**src/rtl/mdu_iterative_if.sv**
```systemverilog
// EX <-> multiply/divide unit request/response bundle.
// EX drives the request side (master); the MDU drives status and HI/LO (slave).
interface mdu_iterative_if #(
    parameter int XLEN = 32
) ();
    logic            start;
    logic [2:0]      op;
    logic [XLEN-1:0] rs_data;
    logic [XLEN-1:0] rt_data;
    logic            flush;
    logic            busy;
    logic            done;
    logic [XLEN-1:0] hi;
    logic [XLEN-1:0] lo;

    modport master (
        output start, op, rs_data, rt_data, flush,
        input  busy, done, hi, lo
    );

    modport slave (
        input  start, op, rs_data, rt_data, flush,
        output busy, done, hi, lo
    );
endinterface

```
**src/rtl/mdu_iterative.sv**
```systemverilog
// Multi-cycle MULT/MULTU/DIV/DIVU/MTHI/MTLO unit that owns the architectural HI/LO registers.
// Define MDU_FAST_MUL_EN to replace the 32-cycle shift-add multiply with a single-cycle multiply.
module mdu_iterative #(
    parameter int XLEN  = 32,
    parameter int CNT_W = 6
) (
    input  logic           clk,
    input  logic           rst,
    mdu_iterative_if.slave bus
);

    typedef enum logic [2:0] {
        OP_MULT  = 3'd0,
        OP_MULTU = 3'd1,
        OP_DIV   = 3'd2,
        OP_DIVU  = 3'd3,
        OP_MTHI  = 3'd4,
        OP_MTLO  = 3'd5
    } op_e;

    typedef enum logic [1:0] {
        S_IDLE,
        S_MUL,
        S_DIV,
        S_FIX
    } state_e;

    state_e state_q, state_d;

    logic [CNT_W-1:0]  cnt_q;
    logic [2*XLEN-1:0] acc_q;     // {partial product, remaining multiplier bits}
    logic [XLEN-1:0]   mcand_q;   // multiplicand or divisor magnitude
    logic [XLEN-1:0]   rem_q;
    logic [XLEN-1:0]   quo_q;     // dividend bits shift out as quotient bits shift in
    logic              is_div_q;
    logic              neg_res_q;
    logic              neg_rem_q;
    logic              dbz_q;
    logic [XLEN-1:0]   hi_q;
    logic [XLEN-1:0]   lo_q;
    logic              done_q;

    op_e             op;
    logic            op_signed;
    logic [XLEN-1:0] abs_a;
    logic [XLEN-1:0] abs_b;
    logic            neg_ab;

    logic accept_mul;
    logic accept_div;
    logic move_hi;
    logic move_lo;
    logic commit;
    logic last_iter;

    assign op        = op_e'(bus.op);
    assign op_signed = (op == OP_MULT) || (op == OP_DIV);
    assign abs_a     = (op_signed && bus.rs_data[XLEN-1]) ? -bus.rs_data : bus.rs_data;
    assign abs_b     = (op_signed && bus.rt_data[XLEN-1]) ? -bus.rt_data : bus.rt_data;
    assign neg_ab    = op_signed && (bus.rs_data[XLEN-1] ^ bus.rt_data[XLEN-1]);
    assign last_iter = (cnt_q == CNT_W'(XLEN - 1));

    // NOTE: state register only; all next-state logic lives in the always_comb below.
    always_ff @(posedge clk) begin
        if (rst) begin
            state_q <= S_IDLE;
        end else begin
            state_q <= state_d;
        end
    end

    // NOTE: every output of this block is given a default first so no latch is inferred.
    always_comb begin
        state_d    = state_q;
        accept_mul = 1'b0;
        accept_div = 1'b0;
        move_hi    = 1'b0;
        move_lo    = 1'b0;
        commit     = 1'b0;
        case (state_q)
            S_IDLE: begin
                if (bus.start && !bus.flush) begin
                    case (op)
                        OP_MULT, OP_MULTU: begin
                            accept_mul = 1'b1;
`ifdef MDU_FAST_MUL_EN
                            state_d    = S_FIX;
`else
                            state_d    = S_MUL;
`endif
                        end
                        OP_DIV, OP_DIVU: begin
                            accept_div = 1'b1;
                            state_d    = S_DIV;
                        end
                        OP_MTHI: move_hi = 1'b1;
                        OP_MTLO: move_lo = 1'b1;
                        default: ;
                    endcase
                end
            end
            S_MUL, S_DIV: begin
                if (bus.flush) begin
                    state_d = S_IDLE;
                end else if (last_iter) begin
                    state_d = S_FIX;
                end
            end
            S_FIX: begin
                commit  = !bus.flush;
                state_d = S_IDLE;
            end
            default: state_d = S_IDLE;
        endcase
    end

    // Shift-add step: add the multiplicand when the current multiplier bit is set.
    logic [XLEN:0]     mul_sum;
    logic [2*XLEN-1:0] mul_next;
    assign mul_sum  = {1'b0, acc_q[2*XLEN-1:XLEN]} + ({1'b0, mcand_q} & {(XLEN+1){acc_q[0]}});
    assign mul_next = {mul_sum, acc_q[XLEN-1:1]};

    // Restoring step on the 33-bit shifted partial remainder.
    logic [XLEN:0]   div_shift;
    logic            div_ok;
    logic [XLEN-1:0] rem_next;
    assign div_shift = {rem_q, quo_q[XLEN-1]};
    assign div_ok    = (div_shift >= {1'b0, mcand_q});
    assign rem_next  = div_ok ? (div_shift[XLEN-1:0] - mcand_q) : div_shift[XLEN-1:0];

    logic [2*XLEN-1:0] fix_prod;
    logic [XLEN-1:0]   fix_quo;
    logic [XLEN-1:0]   fix_rem;
    assign fix_prod = neg_res_q ? -acc_q : acc_q;
    assign fix_quo  = dbz_q ? '1 : (neg_res_q ? -quo_q : quo_q);
    assign fix_rem  = neg_rem_q ? -rem_q : rem_q;

    always_ff @(posedge clk) begin
        if (rst) begin
            // NOTE: working registers are cleared too, so an aborted op leaves nothing stale behind.
            cnt_q     <= '0;
            acc_q     <= '0;
            mcand_q   <= '0;
            rem_q     <= '0;
            quo_q     <= '0;
            is_div_q  <= 1'b0;
            neg_res_q <= 1'b0;
            neg_rem_q <= 1'b0;
            dbz_q     <= 1'b0;
            hi_q      <= '0;
            lo_q      <= '0;
            done_q    <= 1'b0;
        end else begin
            done_q <= 1'b0;

            if (move_hi) begin
                hi_q   <= bus.rs_data;
                done_q <= 1'b1;
            end
            if (move_lo) begin
                lo_q   <= bus.rs_data;
                done_q <= 1'b1;
            end

            if (accept_mul) begin
`ifdef MDU_FAST_MUL_EN
                acc_q     <= {{XLEN{1'b0}}, abs_a} * {{XLEN{1'b0}}, abs_b};
`else
                acc_q     <= {{XLEN{1'b0}}, abs_b};
`endif
                mcand_q   <= abs_a;
                cnt_q     <= '0;
                is_div_q  <= 1'b0;
                neg_res_q <= neg_ab;
                neg_rem_q <= 1'b0;
                dbz_q     <= 1'b0;
            end

            if (accept_div) begin
                rem_q     <= '0;
                quo_q     <= abs_a;
                mcand_q   <= abs_b;
                cnt_q     <= '0;
                is_div_q  <= 1'b1;
                neg_res_q <= neg_ab;
                neg_rem_q <= op_signed && bus.rs_data[XLEN-1];
                dbz_q     <= (bus.rt_data == '0);
            end

            if (state_q == S_MUL) begin
                acc_q <= mul_next;
                cnt_q <= cnt_q + 1'b1;
            end

            if (state_q == S_DIV) begin
                rem_q <= rem_next;
                quo_q <= {quo_q[XLEN-2:0], div_ok};
                cnt_q <= cnt_q + 1'b1;
            end

            if (commit) begin
                done_q <= 1'b1;
                if (is_div_q) begin
                    hi_q <= fix_rem;
                    lo_q <= fix_quo;
                end else begin
                    hi_q <= fix_prod[2*XLEN-1:XLEN];
                    lo_q <= fix_prod[XLEN-1:0];
                end
            end
        end
    end

    assign bus.busy = (state_q != S_IDLE);
    assign bus.done = done_q;
    assign bus.hi   = hi_q;
    assign bus.lo   = lo_q;

endmodule

```
**src/flat_wrapper.sv**
```systemverilog
// flat-port wrapper written by rule: the top's interface ports become plain ports
module mdu_iterative_flat 
#(
    parameter int XLEN  = 32,
    parameter int CNT_W = 6
)
  (clk, rst, bus_start, bus_op, bus_rs_data, bus_rt_data, bus_flush, bus_busy, bus_done, bus_hi, bus_lo);
  mdu_iterative_if #(.XLEN(XLEN)) bus_i ();
  input  logic clk;
  input  logic rst;
  input wire logic [$bits(bus_i.start)-1:0] bus_start;
  input wire logic [$bits(bus_i.op)-1:0] bus_op;
  input wire logic [$bits(bus_i.rs_data)-1:0] bus_rs_data;
  input wire logic [$bits(bus_i.rt_data)-1:0] bus_rt_data;
  input wire logic [$bits(bus_i.flush)-1:0] bus_flush;
  output wire logic [$bits(bus_i.busy)-1:0] bus_busy;
  output wire logic [$bits(bus_i.done)-1:0] bus_done;
  output wire logic [$bits(bus_i.hi)-1:0] bus_hi;
  output wire logic [$bits(bus_i.lo)-1:0] bus_lo;
  assign bus_i.start = bus_start;
  assign bus_i.op = bus_op;
  assign bus_i.rs_data = bus_rs_data;
  assign bus_i.rt_data = bus_rt_data;
  assign bus_i.flush = bus_flush;
  assign bus_busy = bus_i.busy;
  assign bus_done = bus_i.done;
  assign bus_hi = bus_i.hi;
  assign bus_lo = bus_i.lo;
  mdu_iterative #(.XLEN(XLEN), .CNT_W(CNT_W)) u_core (.clk(clk), .rst(rst), .bus(bus_i));
endmodule
```
**config.mk**
```make
export PLATFORM = sky130hd
export DESIGN_NAME = mdu_iterative_flat
export DESIGN_NICKNAME = d
export VERILOG_FILES = /design/src/rtl/mdu_iterative_if.sv /design/src/rtl/mdu_iterative.sv /design/src/flat_wrapper.sv
export SDC_FILE = /design/constraint.sdc
export NUM_CORES = 1
export LEC_CHECK = 0
export BUFFER_PORTS_ARGS = -buffer_cell sky130_fd_sc_hd__buf_2
export CELL_PAD_IN_SITES_DETAIL_PLACEMENT = 1
export CELL_PAD_IN_SITES_GLOBAL_PLACEMENT = 1
export CORE_ASPECT_RATIO = 0.6
export CORE_MARGIN = 1
export CORE_UTILIZATION = 35
export DETAILED_ROUTE_END_ITERATION = 6
export GPL_ROUTABILITY_DRIVEN = 0
export GPL_TIMING_DRIVEN = 0
export PLACE_DENSITY_LB_ADDON = 0.2
export SYNTH_ARGS = -nofsm -noshare
export SYNTH_HDL_FRONTEND = slang
export SYNTH_SLANG_ARGS = --single-unit
export TNS_END_PERCENT = 30
```
**constraint.sdc**
```tcl
create_clock -name clk -period 3.49 [get_ports clk]
set_input_delay 0.698 -clock clk [delete_from_list [all_inputs] [get_ports clk]]
set_output_delay 0.698 -clock clk [all_outputs]
set_load 0.01 [all_outputs]
```
Word level (Yosys, flattened, before mapping):

Index checks and enable logic that the tools add are counted.

* eq/ne operators: 12
* bitwise gates (word level): 2
* $lt $le $gt $ge: 1
* $add $sub $neg: 8
* mux-type cells: 52
* reduce and logical (&&, ||, !) cells: 20

Operators by type and width (count)
* $mux 32: 18
* $mux 64: 3
* $neg 32->32: 4
* $neg 64->64: 1
* $add 32x33->33: 1
* $and 32x33->33: 1
* $ge 33x32->1: 1
* $logic_not 32->1: 1
* $sub 32x32->32: 1
* $mux 6: 4
* $mux 1: 22
* $reduce_bool 2->1: 6
* $add 6x1->6 const B: 1
* $eq 3x2->1 const B: 2
* $eq 3x3->1 const B: 2
* $eq 6x5->1 const B: 1
* $mux 2: 3
* $pmux 2 s3: 1
* $reduce_or 2->1: 3
* $eq 2x2->1 const B: 2
* $logic_and 1x1->1: 4
* $pmux 2 s2: 1
* $reduce_bool 4->1: 1
* $eq 3x1->1 const B: 1
* 10 further kinds: 10

* logic and storage cells: 108
* input port bits: 71
* register bits after elaboration: 237

Logic depth before layout (Yosys ltp):

Gate-level depths: netlist (run 1).

* depth after elaboration: 9
* gate-level depth with buffers: 15
* mapped depth without buffers: 14

Worst setup path before layout (run 1):

OpenSTA, ideal clock, no wires.

* path type: reg-to-reg
* start point: reg u_core.acc_q[2]
* end point: reg u_core.hi_q[23], in the netlist u_core.bus.hi[23]
* data arrival time: 3494 ps
* library setup time: 86 ps
* stages on the path, launching flop included: 12
* setup slack: -89 ps
* path buffers: 1
* path through: dfxtp_1 > or4_4 > or4_4 > buf_6 > or4b_4 > nand2b_4 > or2_4 > or3_4 > o31ai_2 > xnor2_1 > o22ai_2 > a211oi_1

* longest elaborated chain between the ends: 4

RTL lines
* start: declaration: line mdu_iterative.sv:31 `logic [2*XLEN-1:0] acc_q;`
* start signal: assignment: line mdu_iterative.sv:169 `acc_q <= {{XLEN{1'b0}}, abs_b};`
* start signal: assignment: line mdu_iterative.sv:191 `acc_q <= mul_next;`
* $neg 64->64: line mdu_iterative.sv:134 `assign fix_prod = neg_res_q ? -acc_q : acc_q;`
* $mux 64: line mdu_iterative.sv:134
* $mux 32: line mdu_iterative.sv:203 `if (is_div_q) begin`
* $mux 32: line mdu_iterative.sv:201 `if (commit) begin`
* end signal: assignment: line mdu_iterative.sv:157 `hi_q <= bus.rs_data;`
* end signal: assignment: line mdu_iterative.sv:204 `hi_q <= fix_rem;`
* end signal: assignment: line mdu_iterative.sv:207 `hi_q <= fix_prod[2*XLEN-1:XLEN];`
* end: declaration: line mdu_iterative.sv:39 `logic [XLEN-1:0] hi_q;`

No other way between the ends.
A chain may end at the register's enable or synchronous reset.

Final worst setup path (run 1):

* start point: reg u_core.neg_res_q
* end point: reg u_core.lo_q[21], in the netlist u_core.bus.lo[21]

* longest elaborated chain between the ends: 4
* elaborated cells on any way between the ends: 5
* classes of those cells: mux (5)

RTL lines
* start: declaration: line mdu_iterative.sv:36 `logic neg_res_q;`
* start signal: assignment: line mdu_iterative.sv:174 `neg_res_q <= neg_ab;`
* start signal: assignment: line mdu_iterative.sv:185 `neg_res_q <= neg_ab;`
* $mux 32 (2 in a row): line mdu_iterative.sv:135 `assign fix_quo = dbz_q ? '1 : (neg_res_q ? -quo_q : quo_q);`
* $mux 32 (*): line mdu_iterative.sv:203
* $mux 32 (*): line mdu_iterative.sv:201
* end signal: assignment: line mdu_iterative.sv:161 `lo_q <= bus.rs_data;`
* end signal: assignment: line mdu_iterative.sv:205 `lo_q <= fix_quo;`
* end signal: assignment: line mdu_iterative.sv:208 `lo_q <= fix_prod[XLEN-1:0];`
* end: declaration: line mdu_iterative.sv:40 `logic [XLEN-1:0] lo_q;`

Mark *: on every way between the ends. The rest lies on a longest branch, timed or not.

==> results_dict.tcl, run 1 <==
set metrics [dict create \
    syn_area_um2 17400 \
    grt_antenna_before_repair 8 \
    ant_nets 0 \
    root_buffer "clkbuf_16" \
    hold_buffers 0 \
    status "finished, violations left" \
    grt_pass1_wl_um 134000 \
    grt_max_degree 14 \
    grt_usage_pct 35.7 \
    synth-edff-count 0 \
    routed_via_density 6.40 \
    nets 2656 \
    synth_nets 2474 \
    dpl_cell_area_um2 18900 \
    drcViolationCount 0 \
    critPathMaxFanout 10 \
    syn_area_per_cell_um2 7.49 \
    die_x_um 290 \
    drtPass1Iterations 5 \
    io_pins 137 \
    fin_crit_ps 3820 \
    multi_input_comb_area_um2 12300 \
    drive_above_1_share_pct 12.4 \
    portBuffers 134 \
    routed_wl_um 93700 \
    finalSetupTns_ps -1410 \
    dp.cells 3101 \
    numCtsBuffers 27 \
    yosysSeqAreaShare_pct 27.2 \
    synthCells 2327 \
    cts_buffer_depth 3 \
    worstMarginPinSlew_ps 1180 \
    pre_cts_slack_ps -1470 \
    grt_pass1_vias 19382 \
    dp_hpwl_um 74600 \
    grt-ovfl-total 0 \
    rrSetupSlack_ps -330 \
    insertion_delay_ps 600 \
    p_per_area_nw_per_um2 909 \
    critPathLaunchType "register" \
    cp-end-kind "register" \
    hold_viol_final 0 \
    h-tree-depth 1 \
    synth_top_flop_cell "dfxtp_1" \
    nFillCells 6008 \
    clock.fmax_mhz 262 \
    vdd_drop_max_mv 0.997 \
    design_area_um2 20400 \
    hold_slack_ps 486 \
    fin_cells 3174 \
    cts_tree "yes" \
    drtIter0Drc 2608 \
    p_leak_nw 7.95 \
    wl_per_cell_um 29.5 \
    dieHeight_um 175 \
    rsz0062_at_grt "yes" \
    slew_viol_final 0 \
    required_ps 4000 \
    seq_area_um2 4770 \
    finalClockSkew_ps 22.3 \
    period_share_pct 109 \
    synthArstFlopShare_pct 0 \
    min_path_type "in2reg" \
    coreArea_um2 48500 \
    yosysWarnings 0 \
    drv_cap 0 \
    cts.clk_slew.worst_paths_ps 70 \
    ys_ff_latch 237 \
    cts.sinks 237 \
    area_growth_pct 17.0 \
    vias 20316 \
    max_slew_margin_pct 20.5 \
    num_rows 62 \
    crit_type "reg2reg" \
    synthDistinctLibCells 75 \
    die_area_um2 50800 \
    setup_ws_ps -330 \
    violations "setup timing" \
    arrival_ps 4330 \
    start_util_pct 36.0 \
    setup_violations 11 \
]
[metal layers]
layer  vias to the layer above  track usage, %  routed length (µm)
met5                         -            1.78                 172
met3                       132            15.1               14000
met1                     10145            52.9               42800
li1                       8792               -                   -
met4                        10            6.78                1830
met2                      1237            46.8               34800
[registers in the layout (all words and copies together) (netlist names)]
register and cells:
u_core.acc_q 64, u_core.cnt_q 6, u_core.dbz_q 1, u_core.state_q 2
u_core.mcand_q 32, u_core.bus.done 1, u_core.quo_q 32, u_core.rem_q 32
u_core.is_div_q 1, u_core.bus.hi 32, u_core.neg_rem_q 1, u_core.bus.lo 32
u_core.neg_res_q 1
[worst max-delay path, cell delays in order, from the launching register on]
cell      delay, ps
dfxtp_1         330
clkbuf_1        570
clkbuf_1        650
buf_1           880
o31ai_1         210
xnor2_1         550
o221ai_1        340
a21oi_1         190
[cell usage after synthesis (12+ instances only)]
library cell	instances	area (µm²)
ha_1	74	926
inv_1	73	274
and3_1	15	93.8
xor2_1	90	788
nand2_1	209	785
nand2b_1	29	181
o31ai_1	42	315
a211oi_1	34	255
nor3_1	35	175
o221ai_1	21	184
a221oi_1	40	350
or3_1	25	156
nor2b_1	12	75.1
o21ai_0	150	751
or4_1	23	173
nor2_1	336	1260
o41ai_1	29	254
o31a_1	17	149
nand4_1	18	113
o32ai_1	15	131
clkbuf_1	134	503
a31oi_1	31	194
nor4_1	18	113
a22oi_1	25	188
dfxtp_1	237	4740
xnor2_1	137	1200
mux2i_1	56	561
a21o_1	33	248
buf_1	18	67.6
nand3_1	34	170
a21oi_1	188	941
[per-stage QoR]
step	total power (W)	utilization [%]
floorplan	0.00995	-
global placement	0.0122	39.0
detailed placement	0.0124	39.0
CTS	0.0176	41.4
global route	0.0194	42.1
finish	0.0186	42.1
[kinds of logic (layout without fill, tap and decap cells)]
logic type / Yosys count / after routing / synth area share [%]
other cells: 0 / 4 / 0
simple gates: 796 / 796 / 20.8
flops: 237 / 237 / 27.2
buf+inv: 226 / 429 / 4.91
mux: 57 / 57 / 3.28
xor+xnor: 227 / 227 / 11.4
compound gates: 708 / 708 / 26.9
fa+ha+maj: 76 / 76 / 5.54
[report_power, final]
part	leakage, nW	internal, W	switching, W	total, W
Clock	0.419	0.00154	0.00139	0.00294
Combinational	5.61	0.00481	0.00729	0.0121
Sequential	1.92	0.00299	0.000524	0.00351
Total	7.95	0.00935	0.00921	0.0186
[placed cells by master (no fill, tap or decap), drive strengths merged, types with 21 or more instances in the layout]
| cell | n |
|---|---|
| a211oi | 34 |
| o31ai | 43 |
| nor3 | 35 |
| buf | 179 |
| a21o | 33 |
| a21oi | 188 |
| xnor2 | 137 |
| or4 | 25 |
| clkbuf | 161 |
| nor2 | 336 |
| nand3 | 34 |
| o21ai | 152 |
| o221ai | 21 |
| inv | 73 |
| a22oi | 25 |
| a221oi | 41 |
| dfxtp | 237 |
| mux2i | 56 |
| a31oi | 31 |
| ha | 74 |
| nand2 | 209 |
| o41ai | 30 |
| nand2b | 30 |
| or3 | 26 |
| xor2 | 90 |
[worst paths after layout]
check | from | endpoint | cells past startpoint
worst max-delay path | u_core.neg_res_q | u_core.bus.lo[21] | 7
worst min-delay path | bus_rs_data[24] | u_core.bus.lo[24] | 3
worst max register to register | u_core.neg_res_q | u_core.bus.lo[21] | 7
worst min register to register | u_core.cnt_q[5] | u_core.cnt_q[5] | 2
[timing repair]
| action | CTS | global route |
|---|---|---|
| gates resized for setup | 75 | 71 |
| setup buffers | 12 | 9 |
| pin swaps | 17 | 14 |
| endpoints found under the setup margin | 88 | 93 |
[final cells by class]
| class | instances | area share [%] |
|---|---|---|
| Clock inverter | 16 | 0.576 |
| Buffer | 151 | 3.02 |
| Multi-Input combinational cell | 1864 | 60.1 |
| Timing Repair Buffer | 155 | 4.08 |
| Tap cell | 640 | 3.92 |
| Antenna cell | 4 | 0.0490 |
| Inverter | 73 | 1.36 |
| Clock buffer | 34 | 3.54 |
| Sequential cell | 237 | 23.4 |
Power figures use the tool's default switching activity.
==> run 2, diff against run 1 <==
--- a/config.mk
+++ b/config.mk
@@ -8,8 +8,8 @@
 export BUFFER_PORTS_ARGS = -buffer_cell sky130_fd_sc_hd__buf_2
 export CELL_PAD_IN_SITES_DETAIL_PLACEMENT = 1
 export CELL_PAD_IN_SITES_GLOBAL_PLACEMENT = 1
-export CORE_ASPECT_RATIO = 0.6
-export CORE_MARGIN = 1
+export CORE_ASPECT_RATIO = 1.4
+export CORE_MARGIN = 5
 export CORE_UTILIZATION = 35
 export DETAILED_ROUTE_END_ITERATION = 6
 export GPL_ROUTABILITY_DRIVEN = 0
==> constraint.sdc (replaced) <==
create_clock -name clk -period 3.75 [get_ports clk]
set_input_delay 0.75 -clock clk [delete_from_list [all_inputs] [get_ports clk]]
set_output_delay 0.75 -clock clk [all_outputs]
set_load 0.01 [all_outputs]
==> run 2 against run 1 <==
The run now ends clean. Routed wire length shrank 5.9%. Worst hold slack gained 14 ps. Cell count shrank 0.57%. Die area grew 7.3%. Clock skew grew 11 ps. Core utilization shrank 1.1 points. Count of clock-buffer cells in the layout grew 6. First-iteration DRC count shrank 53%. Clock power is essentially flat. Global-route usage shrank 4.5 points.
==> results_dict.tcl, run 2 (synthesized netlist as in run 1, its figures left out) <==
set metrics [dict create \
    status "finished, final reports clean" \
    critPathMaxFanout 6 \
    max_slew_margin_pct 24.6 \
    drcViolationCount 0 \
    vias 19298 \
    worstMarginPinSlew_ps 1120 \
    io_pins 137 \
    critPathLaunchType "register" \
    nFillCells 6109 \
    num_rows 96 \
    finalClockSkew_ps 33.1 \
    drv_cap 0 \
    area_growth_pct 15.5 \
    final_cell_mix "nor2_1, dfxtp_1, nand2_1, a21oi_1, o21ai_0" \
    nets 2648 \
    multi_input_comb_area_um2 12000 \
    r2r-start "u_core.acc_q[2]" \
    wl_per_cell_um 27.9 \
    cts_buffer_depth 3 \
    p_leak_nw 7.88 \
    rsz0062_at_grt "yes" \
    numCtsBuffers 28 \
    grt_pass1_wl_um 128000 \
    required_ps 4210 \
    r2r_end "u_core.bus.hi[31]" \
    grt-ovfl-total 0 \
    design_area_um2 20100 \
    drive_above_1_share_pct 10.1 \
    insertion_delay_ps 600 \
    antenna_cells 0 \
    die_x_um 199 \
    fin_crit_ps 3730 \
    grt_max_degree 14 \
    whs_path_depth 2 \
    cts_tree "yes" \
    rrSetupSlack_ps 20 \
    holdCritStartpoint "u_core.bus.lo[1]" \
    setup_violations 0 \
    min_path_type "reg2reg" \
    dp_hpwl_um 71800 \
    ant_nets 0 \
    largest_register_ffs 64 \
    p_per_area_nw_per_um2 830 \
    dpl_cell_area_um2 18900 \
    drtIter0Drc 1223 \
    vdd_drop_max_mv 1.28 \
    grt_antenna_before_repair 0 \
    setup_ws_ps 21.0 \
    grt_usage_pct 31.2 \
    coreArea_um2 49100 \
    arrival_ps 4190 \
    pre_cts_slack_ps -1400 \
    top_register "u_core.acc_q" \
    hold_buffers 0 \
    dieHeight_um 274 \
    finalSetupTns_ps 0 \
    slew_viol_final 0 \
    clock.fmax_mhz 268 \
    period_share_pct 99.4 \
    hold_end "u_core.bus.lo[1]" \
    routed_wl_um 88200 \
    start_util_pct 35.5 \
    cp-end-kind "register" \
    die_area_um2 54500 \
    grt_pass1_vias 19895 \
    seq_area_um2 4750 \
    root_buffer "clkbuf_16" \
    crit_type "reg2reg" \
    cts.sinks 237 \
    drtPass1Iterations 5 \
    rr_worst_depth 10 \
    hold_viol_final 0 \
    routed_via_density 6.11 \
    h-tree-depth 1 \
    portBuffers 134 \
    cts.clk_slew.worst_paths_ps 60 \
    layout_commonest_cell "nor2_1" \
]
==> run 2: layout make-up <==
cell class | count | share of cell area, %
Timing Repair Buffer | 144 | 3.70
Inverter | 73 | 1.36
Clock inverter | 8 | 0.603
Tap cell | 637 | 3.96
Sequential cell | 237 | 23.6
Clock buffer | 40 | 4.11
Multi-Input combinational cell | 1864 | 59.7
Buffer | 153 | 2.99
==> run 2: through the flow <==
step           instances  power, W  util (%)  hold slack, ps
2_1_floorplan       2327   0.00990         -             455
3_3_place_gp        3098    0.0114      38.5             477
3_5_place_dp        3098    0.0115      38.5             482
4_1_cts             3151    0.0162      40.8             499
5_1_grt             3156    0.0176      41.0             534
6_report            3156    0.0167      41.0             500
==> run 2: power by group <==
group          internal, W  leakage, nW  total, W  switching (W)
combinational      0.00422         5.50    0.0105        0.00631
sequential         0.00278         1.92   0.00324       0.000461
clock              0.00173        0.465   0.00295        0.00122
==> run 2: worst max path at each step <==
stage,startpoint,to
final,u_core.acc_q[2],u_core.bus.hi[31]
after global routing,u_core.acc_q[2],u_core.bus.hi[31]
after CTS,u_core.acc_q[2],u_core.bus.hi[31]
after detailed placement,u_core.acc_q[0],u_core.acc_q[57]
after global placement,u_core.acc_q[0],u_core.acc_q[57]
after floorplan,u_core.acc_q[2],u_core.bus.hi[23]
==> run 2: repair_timing <==
item	CTS	global route
setup endpoints to repair	71	46
pin swaps	10	4
gates resized for setup	48	19
buffers inserted	5	5
endpoints found under the hold margin	0	0
==> run 2: layer usage <==
layer  vias to the layer above  part of all wire [%]  global-route usage [%]
met5                         -                     0                       0
met4                         0                    10                    25.4
li1                       8756                     -                       -
met1                      9455                    35                    33.2
met3                       335                   5.5                    3.93
met2                       752                    49                    54.7
==> run 2: critical path, stage by stage (launching register included) <==
cell	delay, ps
dfxtp_2	360
or4_4	550
or4_4	490
buf_6	150
or4b_4	540
nand2b_4	180
or2_4	270
or3_4	410
o41ai_4	250
xor2_1	300
a21oi_1	120
